**config.mk**
```make
export PLATFORM = sky130hd
export DESIGN_NAME = int_action_arbiter_flat
export DESIGN_NICKNAME = d
export VERILOG_FILES = /design/src/rtl/int_action_arbiter_pkg.sv /design/src/rtl/int_action_arbiter_if.sv /design/src/rtl/int_prio_enc.sv /design/src/rtl/int_action_arbiter.sv /design/src/flat_wrapper.sv
export SDC_FILE = /design/constraint.sdc
export NUM_CORES = 1
export LEC_CHECK = 0
export CAP_MARGIN = 25
export CORE_AREA = 2 2 375 377
export CTS_BUF_LIST = sky130_fd_sc_hd__clkbuf_16
export CTS_CLUSTER_DIAMETER = 200
export DETAILED_ROUTE_END_ITERATION = 6
export DIE_AREA = 0 0 377 379
export GPL_ROUTABILITY_DRIVEN = 0
export SLEW_MARGIN = 10
export SYNTH_ARGS = -nofsm -noshare
export SYNTH_HDL_FRONTEND = slang
export SYNTH_SLANG_ARGS = --single-unit
```
**constraint.sdc**
```tcl
create_clock -name CLK -period 4.4 [get_ports CLK]
set_input_delay 0.66 -clock CLK [delete_from_list [all_inputs] [get_ports CLK]]
set_output_delay 0.66 -clock CLK [all_outputs]
set_load 0.02 [all_outputs]
```
**src/rtl/int_action_arbiter_pkg.sv**
```systemverilog
// Shared widths, FSM encodings and command-length codes for the interrupt action arbiter.
package int_action_arbiter_pkg;

    localparam int unsigned FUNC_WIDTH = 4;
    localparam int unsigned DATA_WIDTH = 32;
    localparam int unsigned PAYLOAD_W  = 3 * DATA_WIDTH;
    localparam int unsigned IDX_W      = 4;

    typedef enum logic [1:0] {
        ST_IDLE = 2'b00,
        ST_LOAD = 2'b01,
        ST_REQ  = 2'b10,
        ST_GAP  = 2'b11
    } state_e;

    typedef logic [1:0] cmd_len_t;

    localparam cmd_len_t CMD_LEN_WAKE = 2'b00;
    localparam cmd_len_t CMD_LEN_1    = 2'b01;
    localparam cmd_len_t CMD_LEN_2    = 2'b10;
    localparam cmd_len_t CMD_LEN_3    = 2'b11;

    // Zero payload words beyond the command length; word0 is the MSB word.
    function automatic logic [PAYLOAD_W-1:0] mask_payload(
        input logic [PAYLOAD_W-1:0] payload,
        input cmd_len_t             len
    );
        logic [PAYLOAD_W-1:0] result;
        result = '0;
        case (len)
            CMD_LEN_1: result = {payload[PAYLOAD_W-1 -: DATA_WIDTH], (2*DATA_WIDTH)'(0)};
            CMD_LEN_2: result = {payload[PAYLOAD_W-1 -: 2*DATA_WIDTH], DATA_WIDTH'(0)};
            CMD_LEN_3: result = payload;
            default:   result = '0;
        endcase
        return result;
    endfunction

endpackage

```
**src/rtl/int_action_arbiter_if.sv**
```systemverilog
// ROM fields, request pulses and the command handshake between the arbiter and its neighbours.
interface int_action_arbiter_if
    import int_action_arbiter_pkg::*;
#(
    parameter int unsigned LC_INT_DEPTH = 8
);

    logic [LC_INT_DEPTH-1:0]            INT_VECTOR;
    logic [FUNC_WIDTH*LC_INT_DEPTH-1:0] ROM_FUNC_ID;
    logic [PAYLOAD_W*LC_INT_DEPTH-1:0]  ROM_PAYLOAD;
    logic [2*LC_INT_DEPTH-1:0]          ROM_CMD_LEN;

    logic                               INT_REQ;
    logic [FUNC_WIDTH-1:0]              INT_FUNC_ID;
    logic [PAYLOAD_W-1:0]               INT_PAYLOAD;
    logic [1:0]                         INT_CMD_LEN;
    logic [IDX_W-1:0]                   INT_IDX;
    logic                               INT_ACK;
    logic                               WAKEUP_REQ;
    logic [LC_INT_DEPTH-1:0]            CLR_INT;
    logic [LC_INT_DEPTH-1:0]            PENDING;

    // Arbiter side: issues commands toward the layer controller.
    modport master (
        input  INT_VECTOR, ROM_FUNC_ID, ROM_PAYLOAD, ROM_CMD_LEN, INT_ACK,
        output INT_REQ, INT_FUNC_ID, INT_PAYLOAD, INT_CMD_LEN, INT_IDX,
               WAKEUP_REQ, CLR_INT, PENDING
    );

    // Environment side: interrupt sources, action ROM and command engine.
    modport slave (
        output INT_VECTOR, ROM_FUNC_ID, ROM_PAYLOAD, ROM_CMD_LEN, INT_ACK,
        input  INT_REQ, INT_FUNC_ID, INT_PAYLOAD, INT_CMD_LEN, INT_IDX,
               WAKEUP_REQ, CLR_INT, PENDING
    );

endinterface

```
**src/rtl/int_prio_enc.sv**
```systemverilog
// Combinational lowest-set-bit priority encoder with a valid flag.
module int_prio_enc #(
    parameter int unsigned WIDTH = 8,
    parameter int unsigned IDX_W = 4
) (
    input  logic [WIDTH-1:0] i_req,
    output logic [IDX_W-1:0] o_idx_c,
    output logic             o_valid_c
);

    // Scan from the top down so the lowest set index is the last one written.
    always_comb begin
        o_idx_c   = '0;
        o_valid_c = 1'b0;
        for (int i = int'(WIDTH) - 1; i >= 0; i--) begin
            if (i_req[i]) begin
                o_idx_c   = IDX_W'(i);
                o_valid_c = 1'b1;
            end
        end
    end

endmodule

```
**src/rtl/int_action_arbiter.sv**
```systemverilog
// Latches interrupt pulses, services the lowest pending vector from the action ROM and
// presents it over REQ/ACK; length-0 vectors only raise a wake pulse.
module int_action_arbiter
    import int_action_arbiter_pkg::*;
#(
    parameter int unsigned LC_INT_DEPTH = 8
) (
    input logic                   CLK,
    input logic                   RESET,
    int_action_arbiter_if.master  bus
);

    localparam int unsigned SEL_W = (LC_INT_DEPTH > 1) ? $clog2(LC_INT_DEPTH) : 1;

    state_e                  r_state;
    logic [LC_INT_DEPTH-1:0] r_pending;
    logic [IDX_W-1:0]        r_sel;
    logic                    r_req;
    logic [FUNC_WIDTH-1:0]   r_func_id;
    logic [PAYLOAD_W-1:0]    r_payload;
    cmd_len_t                r_cmd_len;
    logic                    r_wakeup;
    logic [LC_INT_DEPTH-1:0] r_clr;

    logic [IDX_W-1:0]        w_enc_idx;
    logic                    w_enc_valid;
    logic [LC_INT_DEPTH-1:0] w_sel_onehot;
    logic [LC_INT_DEPTH-1:0] w_clr_mask;
    logic [FUNC_WIDTH-1:0]   w_cur_func;
    logic [PAYLOAD_W-1:0]    w_cur_payload;
    cmd_len_t                w_cur_len;
    logic                    w_retire;

    logic [FUNC_WIDTH-1:0]   w_rom_func    [LC_INT_DEPTH];
    logic [PAYLOAD_W-1:0]    w_rom_payload [LC_INT_DEPTH];
    cmd_len_t                w_rom_len     [LC_INT_DEPTH];

    // Slice the flattened ROM buses into per-vector fields.
    for (genvar gi = 0; gi < LC_INT_DEPTH; gi++) begin : g_rom_field
        assign w_rom_func[gi]    = bus.ROM_FUNC_ID[gi*FUNC_WIDTH +: FUNC_WIDTH];
        assign w_rom_payload[gi] = bus.ROM_PAYLOAD[gi*PAYLOAD_W +: PAYLOAD_W];
        assign w_rom_len[gi]     = bus.ROM_CMD_LEN[gi*2 +: 2];
    end

    int_prio_enc #(
        .WIDTH (LC_INT_DEPTH),
        .IDX_W (IDX_W)
    ) u_prio_enc (
        .i_req     (r_pending),
        .o_idx_c   (w_enc_idx),
        .o_valid_c (w_enc_valid)
    );

    assign w_cur_func    = w_rom_func[r_sel[SEL_W-1:0]];
    assign w_cur_payload = w_rom_payload[r_sel[SEL_W-1:0]];
    assign w_cur_len     = w_rom_len[r_sel[SEL_W-1:0]];
    assign w_sel_onehot  = LC_INT_DEPTH'(1) << r_sel;

    // A vector retires on a wake-only load or on the command engine's accept.
    assign w_retire   = ((r_state == ST_LOAD) && (w_cur_len == CMD_LEN_WAKE)) ||
                        ((r_state == ST_REQ) && bus.INT_ACK);
    assign w_clr_mask = w_retire ? w_sel_onehot : '0;

    always_ff @(posedge CLK) begin
        if (RESET) begin
            r_state   <= ST_IDLE;
            r_pending <= '0;
            r_sel     <= '0;
            r_req     <= 1'b0;
            r_func_id <= '0;
            r_payload <= '0;
            r_cmd_len <= CMD_LEN_WAKE;
            r_wakeup  <= 1'b0;
            r_clr     <= '0;
        end else begin
            // A set arriving with a clear on the same bit wins, so the vector is re-serviced.
            r_pending <= (r_pending & ~w_clr_mask) | bus.INT_VECTOR;
            r_clr     <= w_clr_mask;
            r_wakeup  <= 1'b0;

            case (r_state)
                ST_IDLE: begin
                    if (w_enc_valid) begin
                        r_sel   <= w_enc_idx;
                        r_state <= ST_LOAD;
                    end
                end
                ST_LOAD: begin
                    if (w_cur_len == CMD_LEN_WAKE) begin
                        r_wakeup <= 1'b1;
                        r_state  <= ST_GAP;
                    end else begin
                        r_func_id <= w_cur_func;
                        r_payload <= mask_payload(w_cur_payload, w_cur_len);
                        r_cmd_len <= w_cur_len;
                        r_req     <= 1'b1;
                        r_state   <= ST_REQ;
                    end
                end
                ST_REQ: begin
                    // Command fields return to zero once accepted.
                    if (bus.INT_ACK) begin
                        r_req     <= 1'b0;
                        r_func_id <= '0;
                        r_payload <= '0;
                        r_cmd_len <= CMD_LEN_WAKE;
                        r_state   <= ST_GAP;
                    end
                end
                ST_GAP: begin
                    r_state <= ST_IDLE;
                end
                default: begin
                    r_state <= ST_IDLE;
                end
            endcase
        end
    end

    assign bus.INT_REQ     = r_req;
    assign bus.INT_FUNC_ID = r_func_id;
    assign bus.INT_PAYLOAD = r_payload;
    assign bus.INT_CMD_LEN = r_cmd_len;
    assign bus.INT_IDX     = r_sel;
    assign bus.WAKEUP_REQ  = r_wakeup;
    assign bus.CLR_INT     = r_clr;
    assign bus.PENDING     = r_pending;

endmodule

```
**src/flat_wrapper.sv**
```systemverilog
// flat-port wrapper written by rule: the top's interface ports become plain ports
module int_action_arbiter_flat import int_action_arbiter_pkg::*;
#(
    parameter int unsigned LC_INT_DEPTH = 8
)
  (CLK, RESET, bus_INT_VECTOR, bus_ROM_FUNC_ID, bus_ROM_PAYLOAD, bus_ROM_CMD_LEN, bus_INT_ACK, bus_INT_REQ, bus_INT_FUNC_ID, bus_INT_PAYLOAD, bus_INT_CMD_LEN, bus_INT_IDX, bus_WAKEUP_REQ, bus_CLR_INT, bus_PENDING);
  int_action_arbiter_if #(.LC_INT_DEPTH(LC_INT_DEPTH)) bus_i ();
  input logic CLK;
  input logic RESET;
  input wire logic [$bits(bus_i.INT_VECTOR)-1:0] bus_INT_VECTOR;
  input wire logic [$bits(bus_i.ROM_FUNC_ID)-1:0] bus_ROM_FUNC_ID;
  input wire logic [$bits(bus_i.ROM_PAYLOAD)-1:0] bus_ROM_PAYLOAD;
  input wire logic [$bits(bus_i.ROM_CMD_LEN)-1:0] bus_ROM_CMD_LEN;
  input wire logic [$bits(bus_i.INT_ACK)-1:0] bus_INT_ACK;
  output wire logic [$bits(bus_i.INT_REQ)-1:0] bus_INT_REQ;
  output wire logic [$bits(bus_i.INT_FUNC_ID)-1:0] bus_INT_FUNC_ID;
  output wire logic [$bits(bus_i.INT_PAYLOAD)-1:0] bus_INT_PAYLOAD;
  output wire logic [$bits(bus_i.INT_CMD_LEN)-1:0] bus_INT_CMD_LEN;
  output wire logic [$bits(bus_i.INT_IDX)-1:0] bus_INT_IDX;
  output wire logic [$bits(bus_i.WAKEUP_REQ)-1:0] bus_WAKEUP_REQ;
  output wire logic [$bits(bus_i.CLR_INT)-1:0] bus_CLR_INT;
  output wire logic [$bits(bus_i.PENDING)-1:0] bus_PENDING;
  assign bus_i.INT_VECTOR = bus_INT_VECTOR;
  assign bus_i.ROM_FUNC_ID = bus_ROM_FUNC_ID;
  assign bus_i.ROM_PAYLOAD = bus_ROM_PAYLOAD;
  assign bus_i.ROM_CMD_LEN = bus_ROM_CMD_LEN;
  assign bus_i.INT_ACK = bus_INT_ACK;
  assign bus_INT_REQ = bus_i.INT_REQ;
  assign bus_INT_FUNC_ID = bus_i.INT_FUNC_ID;
  assign bus_INT_PAYLOAD = bus_i.INT_PAYLOAD;
  assign bus_INT_CMD_LEN = bus_i.INT_CMD_LEN;
  assign bus_INT_IDX = bus_i.INT_IDX;
  assign bus_WAKEUP_REQ = bus_i.WAKEUP_REQ;
  assign bus_CLR_INT = bus_i.CLR_INT;
  assign bus_PENDING = bus_i.PENDING;
  int_action_arbiter #(.LC_INT_DEPTH(LC_INT_DEPTH)) u_core (.CLK(CLK), .RESET(RESET), .bus(bus_i));
endmodule
```
Word-level counts from Yosys, hierarchy flattened
Cells that the tools add are included.
W data, S select, Z words.
{"block": "totals", "reg_bits": 126, "latchBits": 0, "ramBits": 0, "mem_bits_ro": 0, "inputBits": 827, "output_inout_bits": 124, "word_cells": 79, "n_memories": 0}
{"block": "classes", "addsub": 0, "multipliers": 0, "div_mod_pow": 0, "n_lt_le_gt_ge": 1, "n_eq_ne": 9, "shift": 1, "n_mux": 44, "bitwise": 5, "n_reduce_logical": 10}
{"cell": "$mux W96", "n": 4}
{"cell": "$bmux W96 S3", "n": 1}
{"cell": "$pmux W96 S3", "n": 1}
{"cell": "$pmux W96 S2", "n": 1}
{"cell": "$mux W4", "n": 11}
{"cell": "$bmux W4 S3", "n": 1}
{"cell": "$mux W1", "n": 12}
{"cell": "$mux W2", "n": 6}
{"cell": "$and A8 B8 Y8", "n": 1}
{"cell": "$eq A2 B2 Y1 const B", "n": 4}
{"cell": "$mux W8", "n": 1}
{"cell": "$not A8 Y8", "n": 1}
{"cell": "$or A8 B8 Y8", "n": 1}
{"cell": "$pmux W2 S4", "n": 1}
{"cell": "$pmux W4 S2", "n": 1}
{"cell": "$shl A1 B4 Y8 const A", "n": 1}
{"cell": "$bmux W2 S3", "n": 1}
{"cell": "$ne A2 B2 Y1 const B", "n": 3}
{"cell": "$eq A2 B1 Y1 const B", "n": 2}
{"cell": "$ge A4 B4 Y1 const B", "n": 1}
{"cell": "$logic_not A2 Y1", "n": 2}
{"cell": "$not A3 Y4", "n": 1}
{"cell": "$pmux W2 S2", "n": 1}
{"cell": "$reduce_and A2 Y1", "n": 2}
{"cell": "other kinds (8)", "n": 9}

Longest topological paths before layout
Gate-level depths: netlist of run 1.
{"block": "depth", "ltp_word": 11, "depth_mapped": 10, "mapped_depth_nobuf": 7}

Hierarchy
A second synthesis of run 1 with hierarchy kept.
{"block": "unflattened", "hier_cells": 844, "hier_area_um2": 10639.0}
{"module": "int_action_arbiter", "n_inst": 1, "cells_each": 829, "area_each_um2": 10547.6, "seq_area_each_um2": 2522.4}
{"module": "int_prio_enc", "n_inst": 1, "cells_each": 15, "area_each_um2": 91.3, "seq_area_each_um2": 0.0}

Worst setup path before layout of run 1
Ideal clock, no wire load.
{"block": "synth_timing", "path_type": "register to register", "start": "register u_core.r_sel[0] (netlist: u_core.bus.INT_IDX[0])", "end": "register u_core.r_payload[23] (netlist: u_core.bus.INT_PAYLOAD[23])", "t_arrival_ns": 1.993, "t_required_ns": 4.273, "setup_slack_ns": 2.280, "stages_incl_launch_ff": 8, "n_path_buf": 4, "period_less_slack_ns": 2.120, "cell_sequence": "dfxtp_1 buf_4 buf_4 buf_2 buf_2 mux4_2 mux2i_1 o2bb2ai_1"}
{"block": "synth_between", "elab_chain_len": 8, "word_cells_on_any_way": 16}
{"item": "start: declaration", "line_no": "int_action_arbiter.sv:17", "rtl": "logic [IDX_W-1:0] r_sel;"}
{"item": "start signal: assignment", "line_no": "int_action_arbiter.sv:84", "rtl": "r_sel <= w_enc_idx;"}
{"item": "$not A3 Y4 (not written as such) *", "line_no": "int_action_arbiter.sv:55, int_action_arbiter.sv:56"}
{"item": "$bmux W2 S3", "line_no": "int_action_arbiter.sv:56", "rtl": "assign w_cur_len = w_rom_len[r_sel[SEL_W-1:0]];"}
{"item": "$mux W2 (not written as such) (2 in a row)", "line_no": "int_action_arbiter.sv:56"}
{"item": "$eq A2 B2 Y1 / $eq A2 B1 Y1 (equally long branches)", "line_no": "int_action_arbiter_pkg.sv:30", "rtl": "case (len)"}
{"item": "$pmux W96 S3", "line_no": "int_action_arbiter_pkg.sv:30"}
{"item": "$mux W96", "line_no": "int_action_arbiter.sv:89", "rtl": "if (w_cur_len == CMD_LEN_WAKE) begin"}
{"item": "$pmux W96 S2", "line_no": "int_action_arbiter.sv:81", "rtl": "case (r_state)"}
{"item": "end signal: assignment", "line_no": "int_action_arbiter.sv:94", "rtl": "r_payload <= mask_payload(w_cur_payload, w_cur_len);"}
{"item": "end: declaration", "line_no": "int_action_arbiter.sv:20", "rtl": "logic [PAYLOAD_W-1:0] r_payload;"}
Mark *: on every way between the ends. The rest lies on a longest branch, timed or not. The select of a mux whose other input is x is not followed.
A chain may end at the register's enable or synchronous reset.

Worst setup path after layout of run 1
{"block": "layout_timing", "start": "register u_core.r_sel[0] (netlist: u_core.bus.INT_IDX[0])", "end": "register u_core.r_payload[62] (netlist: u_core.bus.INT_PAYLOAD[62])"}
Same word-level chain as after synthesis.

==> results of run 1 <==
==> cell type report <==
type | count | area, um^2
Inverter | 4 | 15.01
Tap cell | 1807 | 2261
Sequential cell | 125 | 2514
Fill cell | 15421 | 116600
Timing Repair Buffer | 971 | 9714
Clock inverter | 15 | 150.1
Antenna cell | 15 | 37.54
Multi-Input combinational cell | 522 | 7154
Clock buffer | 17 | 425.4
==> kinds of logic (layout without fill, tap and decap cells) <==
logic type / count (synthesis) / after routing / share of synthesized area, %
buffers and inverters: 88 / 1007 / 4.262
AO/OA/AOI/OAI: 131 / 131 / 10.74
adder cells (fa/ha/maj): 4 / 4 / 0.4970
flip-flops: 125 / 125 / 24.85
other: 1 / 16 / 0.03724
multiplexers: 306 / 306 / 55.32
AND/OR/NAND/NOR: 80 / 80 / 4.299
==> per-layer routing <==
metal | wire length, um | part of all wire (%) | up-vias | GRT usage, %
met5 | 322 | 0.35 | - | 0
met4 | 1702 | 1.8 | 52 | 2.702
met3 | 10720 | 12 | 133 | 6.067
met2 | 41820 | 45 | 725 | 19.14
met1 | 38380 | 41 | 5694 | 15.42
li1 | - | - | 4996 | -
==> registers in the layout (all words and copies together), names as in the netlist <==
| name | flops |
|---|---|
| u_core.bus.PENDING | 8 |
| u_core.bus.INT_PAYLOAD | 96 |
| u_core.bus.INT_IDX | 3 |
| u_core.bus.WAKEUP_REQ | 1 |
| u_core.bus.INT_FUNC_ID | 4 |
| u_core.bus.INT_REQ | 1 |
| u_core.bus.INT_CMD_LEN | 2 |
| u_core.bus.CLR_INT | 8 |
| u_core.r_state | 2 |
==> power by group through the flow <==
stage                     registers, W  clock network, W  logic [W]
final                          0.00169           0.00153    0.00489
after global routing           0.00173           0.00166    0.00522
after CTS                      0.00170           0.00164    0.00502
after detailed placement       0.00171                 0    0.00499
after global placement         0.00172                 0    0.00500
after floorplan                0.00187                 0    0.00230
==> layout by cell type (no fill, tap or decap), types with 2 or more instances in the layout <==
cell               n
nor3_1             9
a21oi_1            7
clkbuf_16         17
inv_1              4
ha_1               4
clkinv_4           4
buf_12             4
diode_2           15
dfxtp_4            3
buf_4             18
nand2b_1           8
inv_6              6
mux2_2             4
o2bb2ai_1         96
o21ai_0            9
mux2i_1          102
and3_1             2
nand2_1            6
inv_8              2
nor2_1            23
nand3_1            4
mux4_2           200
nand4_1            4
nor3b_1            4
nor2b_1            4
clkdlybuf4s50_1  949
clkinv_2           2
a211oi_1           9
dfxtp_1          122
nor4_1             6
or4_1              3
==> metrics by stage <==
| stage | area, um^2 | hold WS [ns] |
|---|---|---|
| finish | 22270 | 0.4617 |
| global route | 22250 | 0.4775 |
| CTS | 22230 | 0.4678 |
| detailed placement | 21660 | 0.4457 |
| global placement | 21660 | 0.4446 |
| floorplan | 10070 | 0.5449 |
==> path summary, 6_finish.rpt <==
kind / slack [ns] / to / start / depth (start not counted)
hold reg to reg: 0.46 / u_core.bus.INT_PAYLOAD[20] / u_core.bus.INT_PAYLOAD[20] / 1
setup reg to reg: 1.36 / u_core.bus.INT_PAYLOAD[62] / u_core.bus.INT_IDX[0] / 5
hold / removal: 0.46 / u_core.bus.INT_PAYLOAD[20] / u_core.bus.INT_PAYLOAD[20] / 1
setup / recovery: 1.36 / u_core.bus.INT_PAYLOAD[62] / u_core.bus.INT_IDX[0] / 5
==> out/qor.csv, run 1 <==
stage;metric;value;unit
yosys;netlist_instances;735;
detailed_routing;first_pass_iters;5;
timing;slew_violations;0;
setup_path;critPathBufInv;0;
floorplan;fp-row-count;137;
yosys;yosysTopAreaCellShare;44.73;%
timing;slew_headroom;34.39;%
run;maxCapViolCount;0;
floorplan;core;138800;um^2
pwr;seqPwrFrac;20.8;%
global_routing;grt-ovfl-total;0;
clocking;cts_resized;0;
yosys;syn_area;10070;um^2
clocking;cts_made_buffers;17;
yosys;async_reset_ff_share;0;%
yosys;yosysUniqueCellTypes;42;
timing;rsz0062_at_grt;false;
detailed_routing;drt_iter0_drc;708;
floorplan;start_util;7.252;%
cells_and_area;final_cell_count_no_fill;3476;
run_status;status;complete, no violations;
place;dp.cells;3429;
yosys;synth_seq_cells;125;
cells_and_area;final_util;16.04;%
setup_path;critPathMaxStageDelay;0.88;ns
floorplan;die_area;142900;um^2
clocking;clock_path_buffers;2;
detailed_routing;route.detailed.drc;0;
global_routing;grtUsageTotal;12.39;%
global_routing;antenna_found_initial;77;
setup_path;crit_fanout;40;
global_routing;first_global_vias;11979;
timing;skew;0.01899;ns
global_routing;grt_pass1_wl;114800;um
yosys;synth_most_common_cell;mux4_2;
clocking;cts_root_buf;clkbuf_16;
timing;clock.fmax;328.5;MHz
floorplan;die_h;379;um
setup_path;critPathCaptureType;flop;
timing;worstMarginPinSlew;0.9842;ns
cells_and_area;fin_nets;2472;
pwr;intPower;0.004633;W
clocking;clk_latency;0.52;ns
global_routing;grt_start_max_net_pins;98;
clocking;cts.hold.buffers_added;0;
detailed_routing;vias;11600;
yosys;yosys_most_used_dff;dfxtp_1;
hold_path;hold_class;reg -> reg;
yosys;synth_enable_flop_cells;0;
place;place_ws;1.141;ns
pwr;p_per_area;363.8;nW/um^2
timing;fin_tns_setup;0;ns
pwr;switching_power;0.003469;W
yosys;yosys-top-cells-area;mux4_2 (45%), dfxtp_1 (25%), mux2i_1 (10%);
detailed_routing;avgViaCountPerCell;3.337;
setup_path;critical_path.cell_chain;nor2b_1, a22oi_1, and3_1, nand3_2, o2bb2ai_1;
detailed_routing;detail_route.wl_per_cell;26.74;um
setup_path;required;4.81;ns
pwr;p_leak;6.839;nW
yosys;synth_top_area_cell;mux4_2;
cells_and_area;drive_gt1_share;16.20;%
yosys;yosysWarnings;0;
pwr;switching_share;42.82;%
place;place_hpwl;81590;um
setup_path;crit_type;reg -> reg;
timing;hold_viol_final;0;
setup_path;crit_path_top_delay_cell;dfxtp_4;
pwr;power;0.008102;W
cells_and_area;area.growth.synth_to_final;121.2;%
yosys;synthesis.nets;1566;
yosys;synth_area_per_cell;13.70;um^2
clocking;clock-sinks;125;
yosys;synth_common_cells;mux4_2 (200), dfxtp_1 (125), mux2i_1 (102);
setup_path;cp-start-kind;flop;
clocking;post_cts_buffers;0;
pwr;peakVddDrop;0.0001934;V
clocking;cts_tree;done;
floorplan;pin_count;951;
detailed_routing;postRouteAntennaNets;0;
place;portBuffers;949;
timing;period_share;69.18;%
floorplan;die_w;377;um
timing;finalSetupViolCount;0;
setup_path;worstPathArrival;3.45;ns
clocking;ctsHtreeMaxLevel;4;
timing;finalCriticalPeriod;3.044;ns
clocking;clk_pin_slew;0.07;ns
setup_path;crit_family;simple AND/OR/NAND/NOR gates;
pwr;combPwrFrac;60.3;%
detailed_routing;drt_wl_total;92950;um
yosys;ys_seq_area_share;24.85;%
timing;timing.final.ws_setup;1.356;ns
pwr;pwr-share-clk;18.9;%
(Power assumes the default switching activity.)
==> run 2: changes to the inputs <==
Settings changed: CORE_AREA 2 2 375 377 to 2 2 370 372, DIE_AREA 0 0 377 379 to 0 0 372 374.
Clock period 4.4 ns to 2.95 ns, I/O delays scaled along.
==> run 2 against run 1 <==
Compared with the run above: combinational power rose by 50%; worst setup slack got worse by 1.2 ns; first-iteration DRC count is 13% higher; non-clock buffer count grew 10; die area shrank 2.6%; clock power up 47%; cell count decreased by 0.58%; power increased by 49%; largest cell class unchanged; highest routed layer unchanged.
==> out/qor.csv, run 2 (same netlist as run 1, synthesis figures left out) <==
stage;metric;value;unit
run_status;status;complete, no violations;
floorplan;fp-row-count;135;
floorplan;start_util;7.461;%
detailed_routing;detail_route.wl_per_cell;25.76;um
clocking;post_cts_buffers;0;
setup_path;critPathMaxStageDelay;0.68;ns
pwr;combPwrFrac;61.0;%
detailed_routing;route.detailed.drc;0;
global_routing;antenna_found_initial;76;
pwr;switching_power;0.005110;W
hold_path;hold_class;reg -> reg;
timing;clock.fmax;360.0;MHz
run;maxCapViolCount;0;
setup_path;required;2.51;ns
global_routing;grt_pass1_wl;111800;um
clocking;cts_tree;done;
clocking;clock-sinks;125;
clocking;ctsHtreeMaxLevel;4;
clocking;cts_made_buffers;17;
cells_and_area;multi_input_area;7154;um^2
setup_path;crit_fanout;21;
global_routing;first_global_vias;12091;
timing;rsz0062_at_grt;false;
floorplan;core;135000;um^2
timing;finalSetupViolCount;0;
global_routing;grtUsageTotal;12.31;%
pwr;p_per_area;538.6;nW/um^2
pwr;pwr-share-clk;18.7;%
place;dp.cells;3413;
timing;whs;0.4648;ns
cells_and_area;seq_area;2514;um^2
pwr;intPower;0.006927;W
timing;period_share;94.15;%
cells_and_area;final_cell_count_no_fill;3456;
global_routing;grt-ovfl-total;0;
cells_and_area;fin_nets;2482;
cells_and_area;nFillCells;14981;
detailed_routing;avgViaCountPerCell;3.348;
floorplan;die_area;139100;um^2
timing;hold_viol_final;0;
floorplan;pin_count;951;
pwr;peakVddDrop;0.0004210;V
timing;fin_tns_setup;0;ns
pwr;switching_share;42.46;%
setup_path;crit_type;reg -> out;
cells_and_area;area.growth.synth_to_final;121.9;%
place;place_hpwl;78520;um
cells_and_area;layout_common_cells;clkdlybuf4s50_1 (949), mux4_2 (200), dfxtp_1 (122);
detailed_routing;first_pass_iters;5;
timing;skew;0.01889;ns
setup_path;critical_path.cell_chain;buf_4, clkdlybuf4s50_1;
detailed_routing;postRouteAntennaNets;0;
clocking;clk_pin_slew;0.08;ns
setup_path;cp-start-kind;flop;
clocking;cts.hold.buffers_added;0;
pwr;p_leak;6.895;nW
clocking;clock_path_buffers;2;
setup_path;crit_path_top_delay_cell;clkdlybuf4s50_1;
clocking;cts_root_buf;clkbuf_16;
detailed_routing;vias;11571;
setup_path;critPathCaptureType;output port;
timing;worstMarginPinSlew;1.010;ns
place;portBuffers;949;
cells_and_area;final_common_cell;clkdlybuf4s50_1;
cells_and_area;drive_gt1_share;16.71;%
pwr;seqPwrFrac;20.3;%
timing;slew_headroom;32.67;%
floorplan;die_w;372;um
floorplan;die_h;374;um
timing;finalCriticalPeriod;2.777;ns
detailed_routing;drt_wl_total;89010;um
clocking;clk_latency;0.52;ns
detailed_routing;drt_iter0_drc;800;
timing;slew_violations;0;
clocking;cts_resized;0;
global_routing;grt_start_max_net_pins;103;
cells_and_area;largest_reg_flops;96;
cells_and_area;finish.instance_area;22350;um^2
setup_path;worstPathArrival;2.33;ns
place;dpl-instance-area;21750;um^2
## run 2: changes by cell type in the layout (fill, tap and decap cells not counted), moves of 2 or more
| cell | before | now |
|---|---|---|
| clkinv_2 | 2 | 0 |
| clkinvlp_4 | 0 | 2 |
| inv_8 | 2 | 4 |
| buf_12 | 4 | 8 |
| diode_2 | 15 | 11 |
| buf_4 | 18 | 24 |
| clkinv_4 | 4 | 0 |
## run 2: layout make-up
cell class,instances,area share (%)
inverters,4,0.06719
diodes,11,0.1232
multi-input cells,522,32.01
well taps,1781,9.971
flip-flops and latches,125,11.25
repair buffers,981,44.03
clock inverters,15,0.6439
clock buffers,17,1.904
## run 2: layer usage
layer	global-route usage (%)	wire [um]
met5	0	310
met4	2.031	989
met3	5.924	9988
met2	19.57	40930
met1	15.15	36790
## run 2: power by group through the flow
stage / clock network (W) / logic [W] / registers (W)
finish: 0.00225 / 0.00734 / 0.00244
global placement: 0 / 0.00752 / 0.00249
detailed placement: 0 / 0.00753 / 0.00247
floorplan: 0 / 0.00343 / 0.00279
global route: 0.00243 / 0.00785 / 0.00249
CTS: 0.00242 / 0.00756 / 0.00245
## run 2: path summary, 6_finish.rpt
path                         startpoint                    endpoint  slack (ns)  cells past startpoint
max               u_core.bus.INT_IDX[0]              bus_INT_IDX[0]        0.17                      2
min          u_core.bus.INT_PAYLOAD[13]  u_core.bus.INT_PAYLOAD[13]        0.46                      1
max reg2reg       u_core.bus.INT_IDX[1]  u_core.bus.INT_PAYLOAD[72]        0.53                      7
min reg2reg  u_core.bus.INT_PAYLOAD[13]  u_core.bus.INT_PAYLOAD[13]        0.46                      1
## run 2: through the flow
step	total power [W]	util (%)	setup slack [ns]
6_report	0.01204	16.56	0.1726
5_1_grt	0.01278	16.54	0.02410
4_1_cts	0.01244	16.54	0.05524
3_5_place_dp	0.01000	16.12	0.3704
3_3_place_gp	0.01000	16.12	0.4074
2_1_floorplan	0.006212	-	0.8300
## run 2: worst max-delay path: cells and delay by family, from the launching register on
kind,cells,cell delay (ns)
buf+inv,2,1.13
flops,1,0.65
